===== src/rtl/uart2_tx_packetizer_pkg.sv =====
// Shared definitions for the UART packetizer: default sync byte, FSM states and
// a sizing helper for the word counter and byte index.
package uart2_tx_packetizer_pkg;

    localparam logic [7:0] DefaultHeader = 8'hA5;

    typedef enum logic [1:0] {
        StCollect  = 2'd0,
        StLoad     = 2'd1,
        StWaitIdle = 2'd2
    } state_e;

    // Number of bits needed to hold values 0..value (at least 1).
    function automatic int unsigned bits_to_fit(input int unsigned value);
        int unsigned width;
        width = 1;
        for (int i = 1; i < 32; i++) begin
            if ((value >> i) != 0) width = i + 1;
        end
        return width;
    endfunction

endpackage


===== src/rtl/uart2_tx_packetizer.sv =====
// Collects NUM_WORDS words, then feeds header + payload (MSB-first) bytes to a UART transmitter.
// Optional checksum byte after the payload when UART_PKT_CHECKSUM_EN is defined.
module uart2_tx_packetizer
    import uart2_tx_packetizer_pkg::*;
#(
    parameter int unsigned WORD_WIDTH = 16,
    parameter int unsigned NUM_WORDS  = 4,
    parameter logic [7:0]  HEADER     = DefaultHeader
) (
    input  logic                  clk,
    input  logic                  reset,
    input  logic [WORD_WIDTH-1:0] word_in,
    input  logic                  word_valid,
    output logic                  word_ready,
    input  logic                  tx_empty,
    output logic                  ld_tx_data,
    output logic [7:0]            tx_data,
    output logic                  busy,
    output logic                  pkt_done,
    output logic                  overflow
);

    localparam int unsigned Bpw    = WORD_WIDTH / 8;
    localparam int unsigned NumPay = NUM_WORDS * Bpw;
`ifdef UART_PKT_CHECKSUM_EN
    localparam int unsigned PktLen = NumPay + 2;
`else
    localparam int unsigned PktLen = NumPay + 1;
`endif
    localparam int unsigned CntW = bits_to_fit(NUM_WORDS);
    localparam int unsigned IdxW = bits_to_fit(PktLen);

    localparam logic [CntW-1:0] CntLast = CntW'(NUM_WORDS - 1);
    localparam logic [CntW-1:0] CntFull = CntW'(NUM_WORDS);
    localparam logic [IdxW-1:0] IdxLast = IdxW'(PktLen - 1);

    state_e                state_q, state_d;
    logic [CntW-1:0]       count_q, count_d;
    logic [IdxW-1:0]       idx_q, idx_d;
    logic [7:0]            tx_data_q, tx_data_d;
    logic                  pkt_done_q, pkt_done_d;
    logic                  overflow_q, overflow_d;
    logic [WORD_WIDTH-1:0] buf_q [NUM_WORDS];
    logic [WORD_WIDTH-1:0] buf_d [NUM_WORDS];
`ifdef UART_PKT_CHECKSUM_EN
    logic [7:0]            csum_q, csum_d;
`endif

    logic [7:0]      pay_bytes [NumPay];
    logic [IdxW-1:0] idx_nxt;
    logic [7:0]      next_byte;
    logic            accept;

    assign word_ready = (state_q == StCollect) && (count_q < CntFull);
    assign accept     = word_valid && word_ready;
    assign ld_tx_data = (state_q == StLoad);
    assign busy       = (state_q != StCollect);
    assign tx_data    = tx_data_q;
    assign pkt_done   = pkt_done_q;
    assign overflow   = overflow_q;

    // Flattened payload view: byte 0 is word 0 MSB.
    always_comb begin
        for (int w = 0; w < NUM_WORDS; w++) begin
            for (int b = 0; b < Bpw; b++) begin
                pay_bytes[w*Bpw+b] = buf_q[w][WORD_WIDTH-1-8*b -: 8];
            end
        end
    end

    // Byte to present after the current one; index 0 is the header.
    always_comb begin
        idx_nxt   = idx_q + 1'b1;
        next_byte = 8'h00;
        for (int p = 0; p < NumPay; p++) begin
            if (idx_nxt == IdxW'(p + 1)) next_byte = pay_bytes[p];
        end
`ifdef UART_PKT_CHECKSUM_EN
        if (idx_nxt == IdxLast) next_byte = csum_q;
`endif
    end

    always_comb begin
        state_d    = state_q;
        count_d    = count_q;
        idx_d      = idx_q;
        tx_data_d  = tx_data_q;
        pkt_done_d = 1'b0;
        overflow_d = overflow_q | (word_valid & ~word_ready);
        buf_d      = buf_q;
`ifdef UART_PKT_CHECKSUM_EN
        csum_d     = csum_q;
`endif

        unique case (state_q)
            StCollect: begin
                if (accept) begin
                    for (int w = 0; w < NUM_WORDS; w++) begin
                        if (count_q == CntW'(w)) buf_d[w] = word_in;
                    end
                    count_d = count_q + 1'b1;
                    if (count_q == CntLast) begin
                        state_d   = StLoad;
                        idx_d     = '0;
                        tx_data_d = HEADER;
                    end
                end
            end
            StLoad: begin
                if (!tx_empty) state_d = StWaitIdle;
            end
            StWaitIdle: begin
                if (tx_empty) begin
                    if (idx_q != IdxLast) begin
                        idx_d     = idx_nxt;
                        tx_data_d = next_byte;
                        state_d   = StLoad;
`ifdef UART_PKT_CHECKSUM_EN
                        if (idx_nxt <= IdxW'(NumPay)) csum_d = csum_q + next_byte;
`endif
                    end else begin
                        pkt_done_d = 1'b1;
                        count_d    = '0;
                        idx_d      = '0;
                        state_d    = StCollect;
`ifdef UART_PKT_CHECKSUM_EN
                        csum_d     = '0;
`endif
                    end
                end
            end
            default: state_d = StCollect;
        endcase
    end

    always_ff @(posedge clk) begin
        if (reset) begin
            state_q    <= StCollect;
            count_q    <= '0;
            idx_q      <= '0;
            tx_data_q  <= 8'h00;
            pkt_done_q <= 1'b0;
            overflow_q <= 1'b0;
            for (int w = 0; w < NUM_WORDS; w++) buf_q[w] <= '0;
`ifdef UART_PKT_CHECKSUM_EN
            csum_q     <= 8'h00;
`endif
        end else begin
            state_q    <= state_d;
            count_q    <= count_d;
            idx_q      <= idx_d;
            tx_data_q  <= tx_data_d;
            pkt_done_q <= pkt_done_d;
            overflow_q <= overflow_d;
            buf_q      <= buf_d;
`ifdef UART_PKT_CHECKSUM_EN
            csum_q     <= csum_d;
`endif
        end
    end

endmodule


===== config.mk =====
export PLATFORM = sky130hd
export DESIGN_NAME = uart2_tx_packetizer
export DESIGN_NICKNAME = d
export VERILOG_FILES = /design/src/rtl/uart2_tx_packetizer_pkg.sv /design/src/rtl/uart2_tx_packetizer.sv
export SDC_FILE = /design/constraint.sdc
export NUM_CORES = 1
export LEC_CHECK = 0
export ABC_AREA = 1
export BUFFER_PORTS_ARGS = -buffer_cell sky130_fd_sc_hd__buf_2
export CAP_MARGIN = 20
export CORE_MARGIN = 5
export CORE_UTILIZATION = 54
export CTS_CLUSTER_DIAMETER = 80
export DETAILED_ROUTE_END_ITERATION = 8
export GPL_TIMING_DRIVEN = 0
export PLACE_DENSITY_LB_ADDON = 0.2
export SLEW_MARGIN = 10
export SYNTH_ARGS = -nofsm -noshare
export SYNTH_HDL_FRONTEND = slang
export SYNTH_SLANG_ARGS = --single-unit

===== constraint.sdc =====
create_clock -name clk -period 1.8 [get_ports clk]
set_input_delay 0.18 -clock clk [delete_from_list [all_inputs] [get_ports clk]]
set_output_delay 0.18 -clock clk [all_outputs]
set_load 0.1 [all_outputs]

### Yosys cells after proc, flatten, opt, wreduce, memory -nomap -nowiden

Cells that the tools add are included.

| storage, ports and cells | value |
|---|---|
| register bits | 83 |
| input bits | 20 |
| word-level logic and storage cells | 82 |
| output and inout bits | 13 |

| operators by class | value |
|---|---|
| order comparisons | 1 |
| bitwise gates (word level) | 5 |
| multiplexer cells | 29 |
| add/sub/neg operators | 2 |
| reductions and logical operators | 15 |
| equality and inequality tests | 20 |

Operators by type and width:

| operator | number |
|---|---|
| $mux W8 | 12 |
| $eq A4 B3 Y1 const B | 4 |
| $mux W4 | 4 |
| $pmux W8 S2 | 1 |
| $reduce_and A3 Y1 | 4 |
| $reduce_and A4 Y1 | 3 |
| $ne A2 B2 Y1 const B | 5 |
| $mux W3 | 3 |
| $eq A4 B2 Y1 const B | 2 |
| $mux W2 | 4 |
| $pmux W4 S2 | 1 |
| $eq A3 B2 Y1 const B | 2 |
| $pmux W2 S3 | 1 |
| $pmux W3 S2 | 1 |
| $reduce_and A5 Y1 | 1 |
| $add A4 B1 Y4 const B | 1 |
| $eq A4 B1 Y1 const B | 1 |
| $eq A4 B4 Y1 const B | 1 |
| $ne A4 B4 Y1 const B | 1 |
| $reduce_bool A2 Y1 | 2 |
| $add A3 B1 Y3 const B | 1 |
| $eq A3 B1 Y1 const B | 1 |
| $logic_not A3 Y1 | 1 |
| $lt A3 B3 Y1 const B | 1 |
| other kinds (10) | 14 |

### Longest topological paths before layout

| logic depth | value |
|---|---|
| word-level depth | 13 |
| mapped depth | 15 |
| depth with buffers taken out | 15 |

### Least setup slack after synthesis

Ideal clock, no wire load.

| path | value |
|---|---|
| kind | register to register |
| start | register state_q[1] |
| end | register tx_data_q[0] (netlist: tx_data[0]) |
| arrival | 2.152 ns |
| period minus slack after synthesis | 2.271 ns |
| cell stages (with the launch flop) | 13 |
| data required time | 1.681 ns |
| slack | -0.471 ns |
| path through | dfxtp_1 nor2_1 inv_2 nor2_4 nand2_1 inv_2 nand2_2 a21boi_2 nand2_1 inv_2 o21ai_0 a21oi_1 nor2_1 |

| between the ends | value |
|---|---|
| longest elaborated chain between the ends | 5 |
| elaborated cells between the ends (all ways) | 11 |

Ends and longest elaborated chain:

| what | line | source |
|---|---|---|
| start, declared | uart2_tx_packetizer.sv:37 | `state_e state_q, state_d;` |
| start signal, assigned | uart2_tx_packetizer.sv:138 | `state_q <= StCollect;` |
| start signal, assigned | uart2_tx_packetizer.sv:149 | `state_q <= state_d;` |
| $logic_not A2 Y1 | uart2_tx_packetizer.sv:54 | `assign word_ready = (state_q == StCollect) && (count_q < CntFull);` |
| $logic_and A1 B1 Y1 | uart2_tx_packetizer.sv:54 |  |
| net word_ready | uart2_tx_packetizer.sv:14 | `output logic word_ready,` |
| $logic_and A1 B1 Y1 | uart2_tx_packetizer.sv:55 | `assign accept = word_valid && word_ready;` |
| $ne A2 B2 Y1 (no source line) | -- |  |
| $reduce_and A5 Y1 (no source line) | -- |  |
| end signal, assigned | uart2_tx_packetizer.sv:152 | `tx_data_q <= tx_data_d;` |
| end, declared | uart2_tx_packetizer.sv:40 | `logic [7:0] tx_data_q, tx_data_d;` |

The timed path passes the listed nets, and every way through them passes these cells.
A chain may end at the register's enable or synchronous reset.

### Worst setup path after layout

| path | value |
|---|---|
| start | register idx_q[1] |
| end | register tx_data_q[6] (netlist: tx_data[6]) |

| between the ends | value |
|---|---|
| longest elaborated chain between the ends | 13 |
| elaborated cells between the ends (all ways) | 23 |

Ends and longest elaborated chain:

| what | line | source |
|---|---|---|
| start, declared | uart2_tx_packetizer.sv:39 | `logic [IdxW-1:0] idx_q, idx_d;` |
| start signal, assigned | uart2_tx_packetizer.sv:151 | `idx_q <= idx_d;` |
| $add A4 B1 Y4 | uart2_tx_packetizer.sv:73 | `idx_nxt = idx_q + 1'b1;` |
| $eq A4 B1 Y1 | uart2_tx_packetizer.sv:76 | `if (idx_nxt == IdxW'(p + 1)) next_byte = pay_bytes[p];` |
| $mux W8 (8 in a row) | uart2_tx_packetizer.sv:76 |  |
| $mux W8 | uart2_tx_packetizer.sv:114 | `if (idx_q != IdxLast) begin` |
| $mux W8 | uart2_tx_packetizer.sv:113 | `if (tx_empty) begin` |
| $pmux W8 S2 | uart2_tx_packetizer.sv:95 | `unique case (state_q)` |

Parallel ways exist; a longest one is shown, timed or not. The select of a mux whose other input is x is not followed.

==> flow_summary.json <==
{
  "utilization_pct": 69.7,
  "place.gp.congestion": 0.923,
  "finalSetupViolations": 3,
  "antenna_found_initial": 0,
  "pwr-share-clk_pct": 36.8,
  "reg2reg_slack_ns": -0.02,
  "finalCriticalPeriod_ns": 1.82,
  "rr_endpoint": "tx_data[6]",
  "cts_sinks": 83,
  "synth.area.top_cells": "dfxtp_1 (42%), nand2_1 (11%), a21oi_1 (10%)",
  "grtUsageMet1_pct": 32.7,
  "drv_slew": 0,
  "cts_tree": "built",
  "avgSynthCellArea_sq_um": 7.00,
  "required_ns": 2.09,
  "cp-end-kind": "flip-flop",
  "grt_pass1_vias": 3598,
  "drtAntennaViolNets": 0,
  "core-area_sq_mm": 0.00721,
  "cts_root_buf": "clkbuf_8",
  "hold_class": "in -> reg",
  "maxCapViolCount": 0,
  "vdd_drop_max_mv": 0.405,
  "numCtsBuffers": 9,
  "yosys_warnings": 0,
  "synth-async-reset-ratio_pct": 0,
  "vias_per_cell": 5.65,
  "yosysUniqueCellTypes": 27,
  "power.internal_mw": 2.93,
  "switchingPower_mw": 1.14,
  "syn_inst": 568,
  "route.detailed.drc": 0,
  "yosys-top-cells-count": "nand2_1 (115), dfxtp_1 (83), a21oi_1 (80), inv_1 (70), o21ai_0 (53)",
  "syn_nets": 597,
  "synth_area_leader_cell": "dfxtp_1",
  "initial_utilization_pct": 55.1,
  "grt_util_met2_pct": 39.6,
  "rows": 31,
  "syn_area_sq_mm": 0.00397,
  "instances_no_fill": 739,
  "clock_latency_ns": 0.37,
  "violations": "setup timing",
  "synth_edf_count": 0,
  "place_inst": 698,
  "p_per_area_mw_per_mm2": 810,
  "ys_seq_area_share_pct": 41.8,
  "drive_gt1_share_pct": 22.8,
  "finalWorstSetupSlack_ns": -0.0219,
  "max_freq_mhz": 549,
  "synthToLayoutAreaGrowth_pct": 26.5,
  "status": "complete, but fails checks",
  "r2r_cells": 15,
  "antenna_cells": 0,
  "ys_dominant_reg_cell": "dfxtp_1",
  "yosysTopAreaCellShare_pct": 41.8,
  "synth.most_common_cell": "nand2_1",
  "sw_frac_of_total_pct": 28.0,
  "start_kind": "flip-flop",
  "ys_ff_latch": 83,
  "grt_max_degree": 14,
  "dieWidth_um": 95.8,
  "grt_use_met3_pct": 5.71,
  "arrival_ns": 2.11,
  "grt_pass1_wl_um": 17200,
  "hold_viol_final": 0,
  "wl_per_cell_um": 16.0,
  "finalCritPeriodShare_pct": 101,
  "io_pins": 33,
  "overflow": 0,
  "die_area_sq_mm": 0.00917,
  "finalWirelength_um": 11800,
  "cp-endpoint": "tx_data[6]",
  "power_frac_comb_pct": 15.3,
  "port_buffers": 31,
  "skew_ns": 0.00650,
  "crit_fanout": 6,
  "reg2reg_from": "idx_q[1]",
  "worstMarginPinSlew_ns": 0.644,
  "slew_headroom_pct": 57.1,
  "rsz0062_at_grt": "yes",
  "hpwl_um": 7850,
  "p_leak_nw": 2.05,
  "p_total_mw": 4.07,
  "final_nets": 665,
  "clk_pin_slew_ns": 0.08,
  "clk_path_buf_depth": 2,
  "cp-startpoint": "idx_q[1]",
  "cts.htree.levels": 3,
  "drtIter0Drc": 381,
  "seqPwrFrac_pct": 47.9,
  "crit_type": "reg -> reg",
  "grt-busiest-layer": "met2",
  "first_pass_iters": 5,
  "gr-usage-all-layers_pct": 24.9,
  "route.vias.total": 4178,
  "die_h_um": 95.8
}
==> per-layer routing <==
| layer | vias up | routed length (um) |
|---|---|---|
| li1 | 2006 | - |
| met1 | 1928 | 4930 |
| met2 | 204 | 5520 |
| met3 | 40 | 942 |
| met4 | 0 | 405 |
| met5 | - | 0 |
==> worst min-delay path by stage <==
stage / cells after the start / to / slack, ns / startpoint
finish: 3 / overflow / 0.13 / word_valid
global route: 3 / buf_q[37] / 0.13 / word_in[5]
CTS: 2 / state_q[1] / 0.008 / tx_empty
detailed placement: 2 / state_q[1] / 0.39 / tx_empty
global placement: 2 / state_q[1] / 0.39 / tx_empty
floorplan: 1 / state_q[1] / 0.26 / tx_empty
==> cell type report <==
cell class                      count  area [sq um]
Sequential cell                    83          1680
Clock inverter                      5          77.6
Fill cell                         603          2190
Multi-Input combinational cell    376          2070
Tap cell                           99           124
Buffer                             33           245
Timing Repair Buffer               56           369
Clock buffer                       10           138
Inverter                           77           333
==> power by group through the flow <==
stage,sequential [mW],combinational (mW),clock (mW)
final,1.95,0.623,1.50
after global routing,1.96,0.674,1.58
after CTS,1.95,0.553,1.50
after detailed placement,1.99,0.538,0
after global placement,1.99,0.529,0
after floorplan,2.01,0.360,0
==> logic make-up after synthesis <==
group / Yosys count / share of synthesized area [%]
DFF: 83 / 41.8
and+or+nand+nor: 217 / 24.7
buffers and inverters: 111 / 11.4
AOI/OAI and AO/OA: 148 / 19.2
adders and majority gates: 9 / 2.83
==> critical path, stage by stage (launching register included) <==
cell      delay [ns]
dfxtp_4         0.39
ha_4            0.18
nor2_4          0.04
inv_4           0.08
nand2_8         0.09
clkinv_8        0.08
nand2_8         0.06
nor2_4          0.21
nand2_1         0.08
nand3_1         0.08
nand2_1         0.06
nand2_1         0.08
nand2_1         0.05
nand2_1         0.08
nand2_1         0.07
a21oi_1         0.13
==> what timing repair did <==
item | CTS | global route
pin swaps | 2 | 27
gates resized for setup | 25 | 71
hold endpoints to repair | 0 | 1
setup buffers | 4 | 19
hold buffers | 0 | 1
setup endpoints to repair | 9 | 53
cloned | 0 | 3
==> sequential cells by signal, summed over array words and instances (netlist names) <==
name / cells
pkt_done: 1
overflow: 1
buf_q: 64
idx_q: 4
count_q: 3
tx_data: 8
state_q: 2
==> cells in the final DEF, fill, tap and decap left out, types with 7 or more instances in the layout <==
master | synthesis | layout
nand2_1 | 115 | 106
dfxtp_1 | 83 | 77
a21oi_1 | 80 | 74
inv_1 | 70 | 67
nand3_1 | 46 | 45
buf_2 | 10 | 34
o21ai_0 | 53 | 33
buf_4 | 0 | 26
o21ai_1 | 8 | 26
nand4_1 | 22 | 22
nor2_1 | 23 | 18
clkbuf_8 | 0 | 12
clkbuf_1 | 19 | 10
buf_6 | 3 | 8
ha_1 | 9 | 7
==> stage by stage <==
stage               setup TNS [ns]  hold slack, ns  instance area [sq um]  worst slack (ns)
floorplan                   -16.48           0.259                   4040            -0.349
global placement             -1.26           0.393                   4320            -0.185
detailed placement           -1.65           0.394                   4320            -0.238
CTS                              0         0.00763                   4640           0.00299
global route                -0.898           0.127                   5030            -0.109
finish                     -0.0565           0.129                   5030           -0.0219
Power figures use the tool's default switching activity.
